<file path="config.mk">
export PLATFORM = sky130hd
export DESIGN_NAME = digit_serial_subtractor
export DESIGN_NICKNAME = d
export VERILOG_FILES = /design/src/rtl/sub_pkg.sv /design/src/rtl/sub_digit.sv /design/src/rtl/digit_serial_subtractor.sv
export SDC_FILE = /design/constraint.sdc
export NUM_CORES = 1
export LEC_CHECK = 0
export BUFFER_PORTS_ARGS = -buffer_cell sky130_fd_sc_hd__buf_2
export CAP_MARGIN = 20
export CORE_ASPECT_RATIO = 1.4
export CORE_MARGIN = 4
export CORE_UTILIZATION = 58
export DETAILED_ROUTE_END_ITERATION = 16
export PLACE_DENSITY = 0.83
export SYNTH_ARGS = -nofsm -noshare
export SYNTH_HDL_FRONTEND = slang
export SYNTH_SLANG_ARGS = --single-unit
export TNS_END_PERCENT = 100
</file>
<file path="constraint.sdc">
create_clock -name clk -period 4 [get_ports clk]
set_clock_uncertainty 0.1 [all_clocks]
set_input_delay 1.2 -clock clk [delete_from_list [all_inputs] [get_ports clk]]
set_output_delay 1.2 -clock clk [all_outputs]
set_load 0.03 [all_outputs]
</file>
<file path="src/rtl/sub_pkg.sv">
// Shared types and sizing helpers for the digit-serial subtractor.
//   state_t        : FSM state encoding (IDLE, BUSY, DONE)
//   calc_ndig()    : digit cycles per operation; returns 0 when DIGIT_W does
//                    not divide WIDTH so the top can stop elaboration
//   cnt_width()    : digit counter width, $clog2(NDIG) with a minimum of 1
//   CNT_W_DEFAULT  : counter width for the default 8-bit / 2-bit build
package sub_pkg;

   typedef enum logic [1:0] {
      IDLE = 2'd0,
      BUSY = 2'd1,
      DONE = 2'd2
   } state_t;

   function automatic int unsigned calc_ndig(input int unsigned width,
                                             input int unsigned digit_w);
      if (digit_w == 0 || (width % digit_w) != 0)
         return 0;
      return width / digit_w;
   endfunction

   function automatic int unsigned cnt_width(input int unsigned ndig);
      return (ndig > 1) ? $clog2(ndig) : 1;
   endfunction

   localparam int unsigned CNT_W_DEFAULT = cnt_width(calc_ndig(8, 2));

endpackage

</file>
<file path="src/rtl/sub_digit.sv">
// One digit of the subtract chain: {bout, d} = a - b - bin at DIGIT_W+1 bits.
//   i_a, i_b : DIGIT_W-bit operand digits
//   i_bin    : borrow in from the previous (lower) digit
//   o_d      : difference digit
//   o_bout   : borrow out to the next (higher) digit
module sub_digit
   import sub_pkg::*;
#(
   parameter int unsigned DIGIT_W = 2
) (
   input  logic [DIGIT_W-1:0] i_a,
   input  logic [DIGIT_W-1:0] i_b,
   input  logic               i_bin,
   output logic [DIGIT_W-1:0] o_d,
   output logic               o_bout
);

   localparam int unsigned EXT_W = DIGIT_W + 1;

   logic [EXT_W-1:0] w_ext;

   // The extra top bit becomes 1 exactly when the digit underflows.
   assign w_ext  = {1'b0, i_a} - {1'b0, i_b} - EXT_W'(i_bin);
   assign o_d    = w_ext[DIGIT_W-1:0];
   assign o_bout = w_ext[DIGIT_W];

endmodule

</file>
<file path="src/rtl/digit_serial_subtractor.sv">
// Multi-cycle unsigned subtractor, DIGIT_W bits per cycle, LSB digit first.
// diff = (a - b) mod 2^WIDTH, borrow = (a < b). Valid/ready on both sides;
// one operation in flight, out_valid rises NDIG edges after the accept edge.
//   clk, rst           : clock, asynchronous active-high reset
//   in_valid/in_ready  : operand handshake (in_ready only in IDLE)
//   a, b               : minuend, subtrahend
//   out_valid/out_ready: result handshake
//   diff, borrow       : registered result, updated only on entry to DONE
// Build option: define SUB_SAT_EN to clamp diff to 0 whenever borrow is set.
module digit_serial_subtractor
   import sub_pkg::*;
#(
   parameter int unsigned WIDTH   = 8,
   parameter int unsigned DIGIT_W = 2
) (
   input  logic             clk,
   input  logic             rst,
   input  logic             in_valid,
   output logic             in_ready,
   input  logic [WIDTH-1:0] a,
   input  logic [WIDTH-1:0] b,
   output logic             out_valid,
   input  logic             out_ready,
   output logic [WIDTH-1:0] diff,
   output logic             borrow
);

   localparam int unsigned NDIG  = calc_ndig(WIDTH, DIGIT_W);
   localparam int unsigned CNT_W = cnt_width(NDIG);

   if (NDIG == 0) begin : g_bad_digit_w
      $error("digit_serial_subtractor: DIGIT_W must divide WIDTH exactly");
   end

   state_t             r_state;
   logic [CNT_W-1:0]   r_cnt;
   logic [WIDTH-1:0]   r_a;
   logic [WIDTH-1:0]   r_b;
   logic               r_bin;
   logic [WIDTH-1:0]   r_res;
   logic               r_out_valid;
   logic [WIDTH-1:0]   r_diff;
   logic               r_borrow;

   logic [DIGIT_W-1:0] w_d;
   logic               w_bout;
   logic [WIDTH-1:0]   w_res_next;
   logic [WIDTH-1:0]   w_diff_final;

   sub_digit #(.DIGIT_W(DIGIT_W)) u_digit (
      .i_a    (r_a[DIGIT_W-1:0]),
      .i_b    (r_b[DIGIT_W-1:0]),
      .i_bin  (r_bin),
      .o_d    (w_d),
      .o_bout (w_bout)
   );

   // New digit enters at the top; after NDIG shifts the LSB digit sits at bit 0.
   assign w_res_next = (r_res >> DIGIT_W) | (WIDTH'(w_d) << (WIDTH - DIGIT_W));

`ifdef SUB_SAT_EN
   assign w_diff_final = w_bout ? '0 : w_res_next;
`else
   assign w_diff_final = w_res_next;
`endif

   // Control FSM plus operand/result shift registers.
   always_ff @(posedge clk or posedge rst) begin
      if (rst) begin
         r_state     <= IDLE;
         r_cnt       <= '0;
         r_a         <= '0;
         r_b         <= '0;
         r_bin       <= 1'b0;
         r_res       <= '0;
         r_out_valid <= 1'b0;
         r_diff      <= '0;
         r_borrow    <= 1'b0;
      end else begin
         case (r_state)
            IDLE: begin
               if (in_valid) begin
                  r_a     <= a;
                  r_b     <= b;
                  r_bin   <= 1'b0;
                  r_cnt   <= '0;
                  r_state <= BUSY;
               end
            end
            BUSY: begin
               r_a   <= r_a >> DIGIT_W;
               r_b   <= r_b >> DIGIT_W;
               r_res <= w_res_next;
               r_bin <= w_bout;
               r_cnt <= r_cnt + CNT_W'(1);
               if (r_cnt == CNT_W'(NDIG - 1)) begin
                  r_state     <= DONE;
                  r_out_valid <= 1'b1;
                  r_diff      <= w_diff_final;
                  r_borrow    <= w_bout;
               end
            end
            DONE: begin
               if (out_ready) begin
                  r_state     <= IDLE;
                  r_out_valid <= 1'b0;
               end
            end
            default: r_state <= IDLE;
         endcase
      end
   end

   assign in_ready  = (r_state == IDLE);
   assign out_valid = r_out_valid;
   assign diff      = r_diff;
   assign borrow    = r_borrow;

endmodule

</file>
* After elaboration in Yosys (flattened, before gate mapping) *
Cells that the tools add are included.

storage, ports and cells
  bits in registers = 39
  input bits = 20
  output and inout port bits = 11
  word-level logic and storage cells = 41

operators by class
  add/sub/neg operators = 3
  equality and inequality tests = 6
  mux-type cells = 15
  bitwise operators = 1
  reductions and logical operators = 7

operators by type and width
  operator             number
  $pmux 8 s2           2
  $mux 8               2
  $mux 2               4
  $or 6x8->8           1
  $ne 2x2->1 const B   3
  $pmux 2 s3           1
  $reduce_and 3->1     2
  $eq 2x2->1 const B   2
  $pmux 1 s2           2
  $pmux 2 s2           1
  $reduce_and 2->1     2
  $reduce_bool 2->1    2
  $mux 1               3
  $sub 2x2->3          1
  $sub 3x1->3          1
  $add 2x1->2 const B  1
  $eq 2x1->1 const B   1
  $logic_not 2->1      1

* Logic depth before layout (Yosys ltp) *
Gate-level depths: netlist (run 1).

  depth after elaboration = 3
  depth in mapped cells = 5
  gate-level depth less buffers = 5

* Modules after synthesis *
From an unflattened synthesis (run 1), not the netlist that was laid out.

unflattened totals
  cell total of the unflattened synthesis = 167
  area total of the unflattened synthesis = 1717.9 µm²

by module, submodules not included
  module                   times used  cells an instance  area an instance (µm²)  sequential area each (µm²)
  digit_serial_subtractor  1           159                1655.3                  925.9
  sub_digit                1           8                  62.6                    0.0

* Worst setup path after synthesis (run 1) *
OpenSTA, ideal clock, no wires.

  path type = flip-flop to output port
  start = register r_state[0]
  end = output in_ready
  data arrival time = 0.980 ns
  required time = 2.700 ns
  slack = 1.720 ns
  cell stages (with the launch flop) = 3
  buffers on the path = 1
  cells stage by stage = dfrtp_1 buf_4 nor2_1

on the way
  cells in the longest elaborated chain, start to end = 1

RTL lines
  what                    RTL line                        RTL
  from (decl)             digit_serial_subtractor.sv:35   state_t r_state;
  from (signal assigned)  digit_serial_subtractor.sv:70   r_state <= IDLE;
  from (signal assigned)  digit_serial_subtractor.sv:87   r_state <= BUSY;
  from (signal assigned)  digit_serial_subtractor.sv:97   r_state <= DONE;
  $logic_not 2->1         digit_serial_subtractor.sv:114  assign in_ready = (r_state == IDLE);
  to (decl)               digit_serial_subtractor.sv:19   output logic in_ready,

Every way passes these cells.

* Worst setup path after layout (run 1) *
  start = register r_state[1]
  end = output in_ready

Same word-level chain as after synthesis.

==> results of run 1 <==
-- worst min-delay path by stage --
stage,to,slack [ps],cells past startpoint
global route,diff[7],410,2
floorplan,r_cnt[0],350,1
global placement,diff[7],360,2
CTS,diff[7],390,2
detailed placement,diff[7],360,2
finish,diff[7],380,2
-- power by group through the flow --
stage	registers, mW	clock network [mW]	logic, mW
after floorplan	0.747	0	0.528
after global placement	0.687	0	0.685
after detailed placement	0.702	0	0.717
after CTS	0.694	0.277	0.721
after global routing	0.720	0.292	0.797
final	0.695	0.269	0.718
-- cells in the mapped netlist, types with 3 or more instances --
master,count
a21oi_1,15
mux2_4,7
buf_4,5
dfrtp_1,37
mux2_2,6
o21ai_0,8
nand2_1,7
o22ai_1,22
nand2b_1,3
inv_1,7
nor2_1,5
-- kinds of logic after synthesis --
family	after synthesis	share of synthesized area
compound gates	52	0.190
fa+ha+maj	3	0.0319
buf+inv	17	0.0599
flops	37	0.561
mux	13	0.105
simple gates	18	0.0516
-- final cells by class --
cell class | count | area (um2) | share of cell area
Inverter | 8 | 30.0 | 0.0161
Multi-Input combinational cell | 86 | 624 | 0.334
Clock buffer | 7 | 55.1 | 0.0295
Sequential cell | 37 | 926 | 0.496
Clock inverter | 1 | 30.0 | 0.0161
Tap cell | 36 | 45.0 | 0.0241
Timing Repair Buffer | 31 | 158 | 0.0844
-- metal layers --
| layer | routed length [um] | up-vias | global-route usage |
|---|---|---|---|
| met1 | 1220 | 602 | 0.229 |
| met5 | 0 | - | 0 |
| li1 | - | 564 | - |
| met3 | 216 | 9 | 0.0674 |
| met2 | 1740 | 45 | 0.333 |
| met4 | 59 | 0 | 0.0824 |
-- through the flow --
| step | util | cell area [um2] | power (mW) | worst slack, ps | hold slack (ps) |
|---|---|---|---|---|---|
| final | 0.700 | 1870 | 1.68 | 1480 | 383 |
| after global routing | 0.700 | 1870 | 1.81 | 1370 | 412 |
| after CTS | 0.700 | 1870 | 1.69 | 1460 | 389 |
| after detailed placement | 0.668 | 1780 | 1.42 | 1620 | 365 |
| after global placement | 0.668 | 1780 | 1.37 | 1690 | 360 |
| after floorplan | - | 1650 | 1.27 | 1720 | 351 |
-- placed cells by master (no fill, tap or decap) --
cell / Yosys / final
nor2b_1: 1 / 1
o21bai_1: 1 / 1
a32o_1: 1 / 1
nand2_1: 7 / 7
o31ai_2: 1 / 1
nor2_1: 5 / 5
fa_1: 2 / 2
nand3b_1: 1 / 1
clkbuf_1: 1 / 1
clkbuf_8: 0 / 1
a22o_1: 2 / 2
o21ai_0: 8 / 8
buf_2: 1 / 30
nand2b_1: 3 / 3
dfrtp_1: 37 / 37
inv_1: 7 / 7
o32ai_1: 1 / 1
ha_1: 1 / 1
mux2_4: 7 / 7
mux2_2: 6 / 6
o21ai_1: 1 / 1
and2b_1: 1 / 1
clkbuf_4: 0 / 5
bufinv_16: 0 / 1
a21oi_1: 15 / 15
o22ai_1: 22 / 22
buf_4: 5 / 1
inv_2: 1 / 1
-- worst min-delay path, delay by kind of cell, from the launching register on --
| kind | cells | cell delay, ps |
|---|---|---|
| compound gates | 1 | 60 |
| flops | 1 | 350 |
| simple gates | 1 | 40 |
-- sequential cells by signal, summed over array words and instances, names as in the netlist --
register and cells:
r_state 2, r_res 6, out_valid 1, r_a 8, borrow 1, r_bin 1
r_b 8, r_cnt 2, diff 8
==> out/metrics.csv, run 1 <==
stage;metric;value;unit
setup_path;crit_cells;2;
setup_path;rr_endpoint;r_res[6];
drt;drt_wl_total;3.23;mm
drt;vias_per_cell;5.92;
grt;grt_pass1_vias;1230;
logic_synthesis;synth_flop_cell;dfrtp_1;
setup_path;critPathLaunch;r_state[1];
sta;fmax;397;MHz
grt;gr-total-overflow;0;
grt;grt_pass1_wl;5.51;mm
floorplanning;core_area;2670;um2
setup_path;cp-endpoint;in_ready;
drt;vias;1220;
logic_synthesis;yosysWarnings;0;
setup_path;cp_slowest_cell;dfrtp_1;
setup_path;crit_family;flip-flops;
status;outcome;complete, no violations;
sta;period_minus_slack;2520;ps
drt;drc_errors;0;
power;leakagePower;0.895;nW
clocking;cts_tree;yes;
floorplanning;ios;31;
power;switching_share;0.394;
clocking;cts_setup_buffers;0;
power;power-per-cell-area;900;nW/um2
logic_synthesis;synth_nets;163;
clocking;cts_buffer_depth;2;
clocking;ctsHoldBuffers;0;
drt;first_pass_iters;4;
layout;areaGrowthSynthToFinish;13.3;%
setup_path;end_kind;output port;
floorplanning;die_x;53.1;um
layout;nFillCells;205;
clocking;cts-resized-gates;0;
layout;antenna_cells;0;
sta;tns;0;ps
clocking;cts_root_buf;clkbuf_4;
sta;slew_violations;0;
power;p_switching;0.663;mW
setup_path;cp_data_required_time;2700;ps
logic_synthesis;seq_area_frac_synth;0.561;
setup_path;path_max_fanout;14;
logic_synthesis;synthCells;140;
sta;hold_violations;0;
logic_synthesis;async_reset_ff_frac;1.00;
setup_path;crit_type;reg -> out;
floorplanning;fp.dieArea;3770;um2
sta;min_period_over_period;0.630;
logic_synthesis;avgSynthCellArea;11.8;um2
grt;grt_max_degree;38;
logic_synthesis;synth_top_area_share;0.561;
power;peakVddDrop;0.729;mV
setup_path;reg2regPathDepth;2;
floorplanning;die_h;71.1;um
sta;rsz0062_at_grt;no;
logic_synthesis;synth_top_area_cell;dfrtp_1;
grt;antenna_found_initial;0;
job;cap_violations;0;
logic_synthesis;ys_types;26;
drt;drt-initial-drc-count;38;
clocking;clk_pin_slew;110;ps
place;gp_congestion;0.775;
logic_synthesis;synth_edf_count;0;
setup_path;reg2reg_slack;2130;ps
clocking;htreeDepth;2;
drt;ant_nets;0;
sta;max-slew-margin-rel;0.506;
power;seqPwrFrac;0.413;
power;p_comb_frac;0.427;
floorplanning;start_util;0.618;
worst_hold_path;hp-start;diff[7];
setup_path;crit_buf_inv;1;
place;numPortBuffers;30;
grt;grt_use_total;0.200;
layout;final_cells;206;
setup_path;worstPathCellList;nor2_1 -> buf_2;
clocking;clock_latency;340;ps
logic_synthesis;ys_ff_latch;37;
place;dp_hpwl;2.25;mm
sta;setup_viol_count_final;0;
clocking;clock_sinks;37;
floorplanning;fp-row-count;22;
layout;nets;192;
setup_path;slowest_delay;540;ps
setup_path;rr_startpoint;r_state[1];
setup_path;cp.arrival;1220;ps
logic_synthesis;synth_area;1650;um2
power;clockPowerShare;0.160;
drt;wl_per_cell;15.7;um
logic_synthesis;ys_top_cells_by_area;dfrtp_1, o22ai_1, mux2_4;
worst_hold_path;hold_class;reg -> reg;
sta;worst_slew_pin_slew;741;ps
power;p_int;1.02;mW
clocking;numCtsBuffers;5;
layout;drive_gt1_frac;0.312;
place;numPlacedInstances;198;
setup_path;start_kind;flip-flop;
Note: power is estimated with default switching activity, not from simulation.
==> run 2: changes to the inputs <==
- CORE_UTILIZATION: 58 -> 49
- PLACE_DENSITY: 0.83 -> 0.75
- clock period: 4 -> 2.1 ns (I/O delays scaled with it)
==> out/metrics.csv, run 2 (synthesized netlist as in run 1, its figures left out) <==
stage;metric;value;unit
status;outcome;complete, no violations;
grt;grt_pass1_vias;1276;
setup_path;crit_type;reg -> out;
place;numPortBuffers;30;
floorplanning;start_util;0.518;
sta;min_period_over_period;0.892;
drt;vias;1240;
layout;drive_gt1_frac;0.328;
layout;postLayoutCellArea;1930;um2
layout;layout_common_cells;dfrtp_1, buf_2, o22ai_1;
clocking;cts_buffer_depth;2;
floorplanning;die_h;76.6;um
setup_path;cp.arrival;1140;ps
layout;multi_input_area;624;um2
floorplanning;fp-row-count;24;
setup_path;start_kind;flip-flop;
grt;grt_pass1_wl;5.86;mm
place;dp_hpwl;2.48;mm
sta;slew_violations;0;
power;leakagePower;0.927;nW
drt;wl_per_cell;16.0;um
grt;gr-total-overflow;0;
power;power-per-cell-area;1750;nW/um2
clocking;clock_latency;290;ps
setup_path;end_kind;output port;
clocking;ctsHoldBuffers;0;
drt;drt_wl_total;3.41;mm
sta;worst_slew_pin_slew;505;ps
sta;fmax;534;MHz
job;cap_violations;0;
layout;final_common_cell;dfrtp_1;
grt;antenna_found_initial;0;
power;peakVddDrop;1.17;mV
layout;nets;196;
drt;drt-initial-drc-count;51;
worst_hold_path;hold_class;in -> async;
place;gp_congestion;0.808;
grt;grt_use_total;0.170;
setup_path;cp_data_required_time;1370;ps
layout;areaGrowthSynthToFinish;17.2;%
setup_path;path_max_fanout;13;
floorplanning;die_x;57.0;um
drt;vias_per_cell;5.82;
clocking;cts-resized-gates;0;
sta;rsz0062_at_grt;no;
floorplanning;ios;31;
sta;hold_violations;0;
grt;grt_max_degree;38;
clocking;cts_setup_buffers;0;
floorplanning;fp.dieArea;4370;um2
clocking;cts_tree;yes;
clocking;clock_sinks;37;
sta;setup_viol_count_final;0;
clocking;htreeDepth;2;
drt;first_pass_iters;4;
layout;ff_latch_area;926;um2
layout;antenna_cells;0;
clocking;clk_pin_slew;70;ps
sta;tns;0;ps
clocking;cts_root_buf;clkbuf_8;
sta;max-slew-margin-rel;0.663;
layout;nFillCells;284;
floorplanning;core_area;3180;um2
drt;ant_nets;0;
place;place_area;1820;um2
clocking;numCtsBuffers;5;
drt;drc_errors;0;
sta;period_minus_slack;1870;ps
## run 2: layout make-up
cell class,count,area share
clock inverters,1,0.0155
flip-flops and latches,37,0.479
clock buffers,7,0.0447
multi-input cells,86,0.323
inverters,8,0.0155
well taps,39,0.0252
repair buffers,35,0.0971
## run 2: per-layer routing
metal	routed length, um	vias to the layer above	part of all wire	global-route usage
li1	-	567	-	-
met1	1390	617	0.41	0.202
met2	1740	45	0.51	0.285
met3	200	11	0.059	0.0492
met4	83	0	0.024	0.0696
met5	0	-	0	0
## run 2: report_power, final
part	internal [mW]	switching [mW]	leakage (nW)
Combinational	0.641	0.823	0.419
Clock	0.387	0.246	0.0585
Sequential	1.06	0.218	0.450
## run 2: critical path: stages (launching register included)
cell and delay, ps:
dfrtp_1 380, buf_4 180, nor2_1 100, buf_2 190
## run 2: final timing paths
check	slack [ps]	startpoint	cells after the start	endpoint
min in group clk	380	diff[7]	2	diff[7]
max reg2reg	400	r_b[0]	5	r_res[7]
max in group asynchronous	1230	rst	3	r_b[4]
min reg2reg	380	diff[7]	2	diff[7]
min	340	rst	3	diff[4]
max	230	r_state[0]	3	in_ready
## run 2: through the flow
step	setup WS, ps	hold slack [ps]	utilization	power (mW)	instances
finish	228	345	0.607	3.37	213
global route	169	392	0.607	3.62	213
CTS	217	362	0.607	3.41	213
detailed placement	237	366	0.571	2.77	205
global placement	349	356	0.571	2.67	205
floorplan	390	351	-	2.43	140
==> run 3: changes to the inputs <==
- ABC_CLOCK_PERIOD_IN_PS: not set -> 2100
- CORE_UTILIZATION: 49 -> 35
- PLACE_DENSITY: 0.75 -> not set
==> out/metrics.csv, run 3 (synthesized netlist as in run 1, its figures left out) <==
stage;metric;value;unit
setup_path;path_max_fanout;13;
layout;layout_common_cells;dfrtp_1, buf_2, o22ai_1;
clocking;ctsHoldBuffers;0;
place;numPortBuffers;30;
clocking;numCtsBuffers;5;
sta;period_minus_slack;1870;ps
sta;setup_viol_count_final;0;
layout;nets;196;
floorplanning;fp-row-count;29;
layout;areaGrowthSynthToFinish;17.1;%
layout;nFillCells;423;
clocking;cts_setup_buffers;0;
power;leakagePower;0.912;nW
floorplanning;die_x;66.0;um
sta;rsz0062_at_grt;no;
setup_path;cp_slowest_cell;dfrtp_1;
sta;tns;0;ps
clocking;htreeDepth;2;
layout;drive_gt1_frac;0.333;
drt;wl_per_cell;14.0;um
sta;slew_violations;0;
status;outcome;complete, no violations;
grt;grt_max_degree;38;
setup_path;cp_data_required_time;1370;ps
setup_path;cp.arrival;1140;ps
clocking;clk_pin_slew;80;ps
layout;ff_latch_area;926;um2
sta;fmax;534;MHz
setup_path;end_kind;output port;
grt;gr-total-overflow;0;
drt;first_pass_iters;4;
clocking;cts_tree;yes;
clocking;cts_root_buf;clkbuf_8;
grt;antenna_found_initial;0;
drt;vias_per_cell;5.07;
power;peakVddDrop;0.728;mV
power;power-per-cell-area;1660;nW/um2
floorplanning;fp.dieArea;5890;um2
setup_path;crit_family;flip-flops;
floorplanning;die_h;89.2;um
place;dp_hpwl;2.39;mm
floorplanning;start_util;0.364;
setup_path;worstPathCellList;buf_4 -> nor2_1 -> buf_2;
setup_path;rr_startpoint;r_a[0];
grt;grt_pass1_wl;5.86;mm
sta;holdWs;338;ps
layout;antenna_cells;0;
clocking;cts-resized-gates;0;
place;gp_congestion;0.761;
job;cap_violations;0;
setup_path;crit_type;reg -> out;
setup_path;critPathLaunch;r_state[0];
grt;grt_pass1_vias;1238;
grt;grt_use_total;0.131;
drt;vias;1196;
sta;max-slew-margin-rel;0.698;
layout;final_common_cell;dfrtp_1;
clocking;clock_sinks;37;
sta;min_period_over_period;0.891;
layout;multi_input_area;624;um2
floorplanning;core_area;4540;um2
drt;drt_wl_total;3.31;mm
clocking;cts_buffer_depth;2;
worst_hold_path;hold_class;in -> async;
floorplanning;ios;31;
drt;drt-initial-drc-count;59;
sta;worst_slew_pin_slew;454;ps
sta;hold_violations;0;
setup_path;slowest_delay;380;ps
setup_path;crit_buf_inv;2;
clocking;clock_latency;290;ps
drt;drc_errors;0;
setup_path;start_kind;flip-flop;
drt;ant_nets;0;
run 3: cell types whose count changed in the layout (fill, tap and decap cells not counted):
cell,change
clkbuf_1,-1
clkinv_2,+2
clkinvlp_4,+1
bufinv_16,-1
clkbuf_8,-1
run 3: path summary, 6_finish.rpt:
kind                                  to  slack [ps]  cells after the start
worst max-delay path            in_ready         230                      3
worst min-delay path             diff[4]         340                      3
worst max register to register   diff[7]         420                      4
worst min register to register   diff[7]         390                      2
max in group asynchronous         r_a[5]        1230                      3
min in group clk                 diff[7]         390                      2
run 3: cell type report:
type                            count  area share
Timing Repair Buffer               35      0.0972
Sequential cell                    37       0.479
Inverter                            8      0.0155
Clock buffer                        5      0.0356
Multi-Input combinational cell     86       0.323
Clock inverter                      3     0.00907
Tap cell                           62      0.0402
run 3: per-layer routing:
layer	routed length (um)	track usage
met5	0	0
met4	29	0.0444
met3	193	0.0440
met2	1680	0.216
met1	1410	0.161
run 3: worst register-to-register path, delay by kind of cell (launching register included):
| kind | cells | cell delay [ps] |
|---|---|---|
| fa+ha+maj | 2 | 830 |
| buf+inv | 1 | 80 |
| flops | 1 | 420 |
| compound gates | 1 | 170 |
run 3: stage by stage:
stage               instance area [um2]  power [mW]  setup slack, ps  std cells  utilization
floorplan                          1650        2.43              390        140            -
global placement                   1850        2.70              335        228        0.407
detailed placement                 1850        2.75              291        228        0.407
CTS                                1930        3.24              217        236        0.426
global route                       1930        3.49              123        236        0.426
finish                             1930        3.20              228        236        0.426
run 3: report_power, final:
group | total (mW) | leakage, nW | internal (mW) | switching (mW)
clock network | 0.481 | 0.0439 | 0.229 | 0.252
logic | 1.44 | 0.419 | 0.640 | 0.804
registers | 1.28 | 0.450 | 1.06 | 0.219
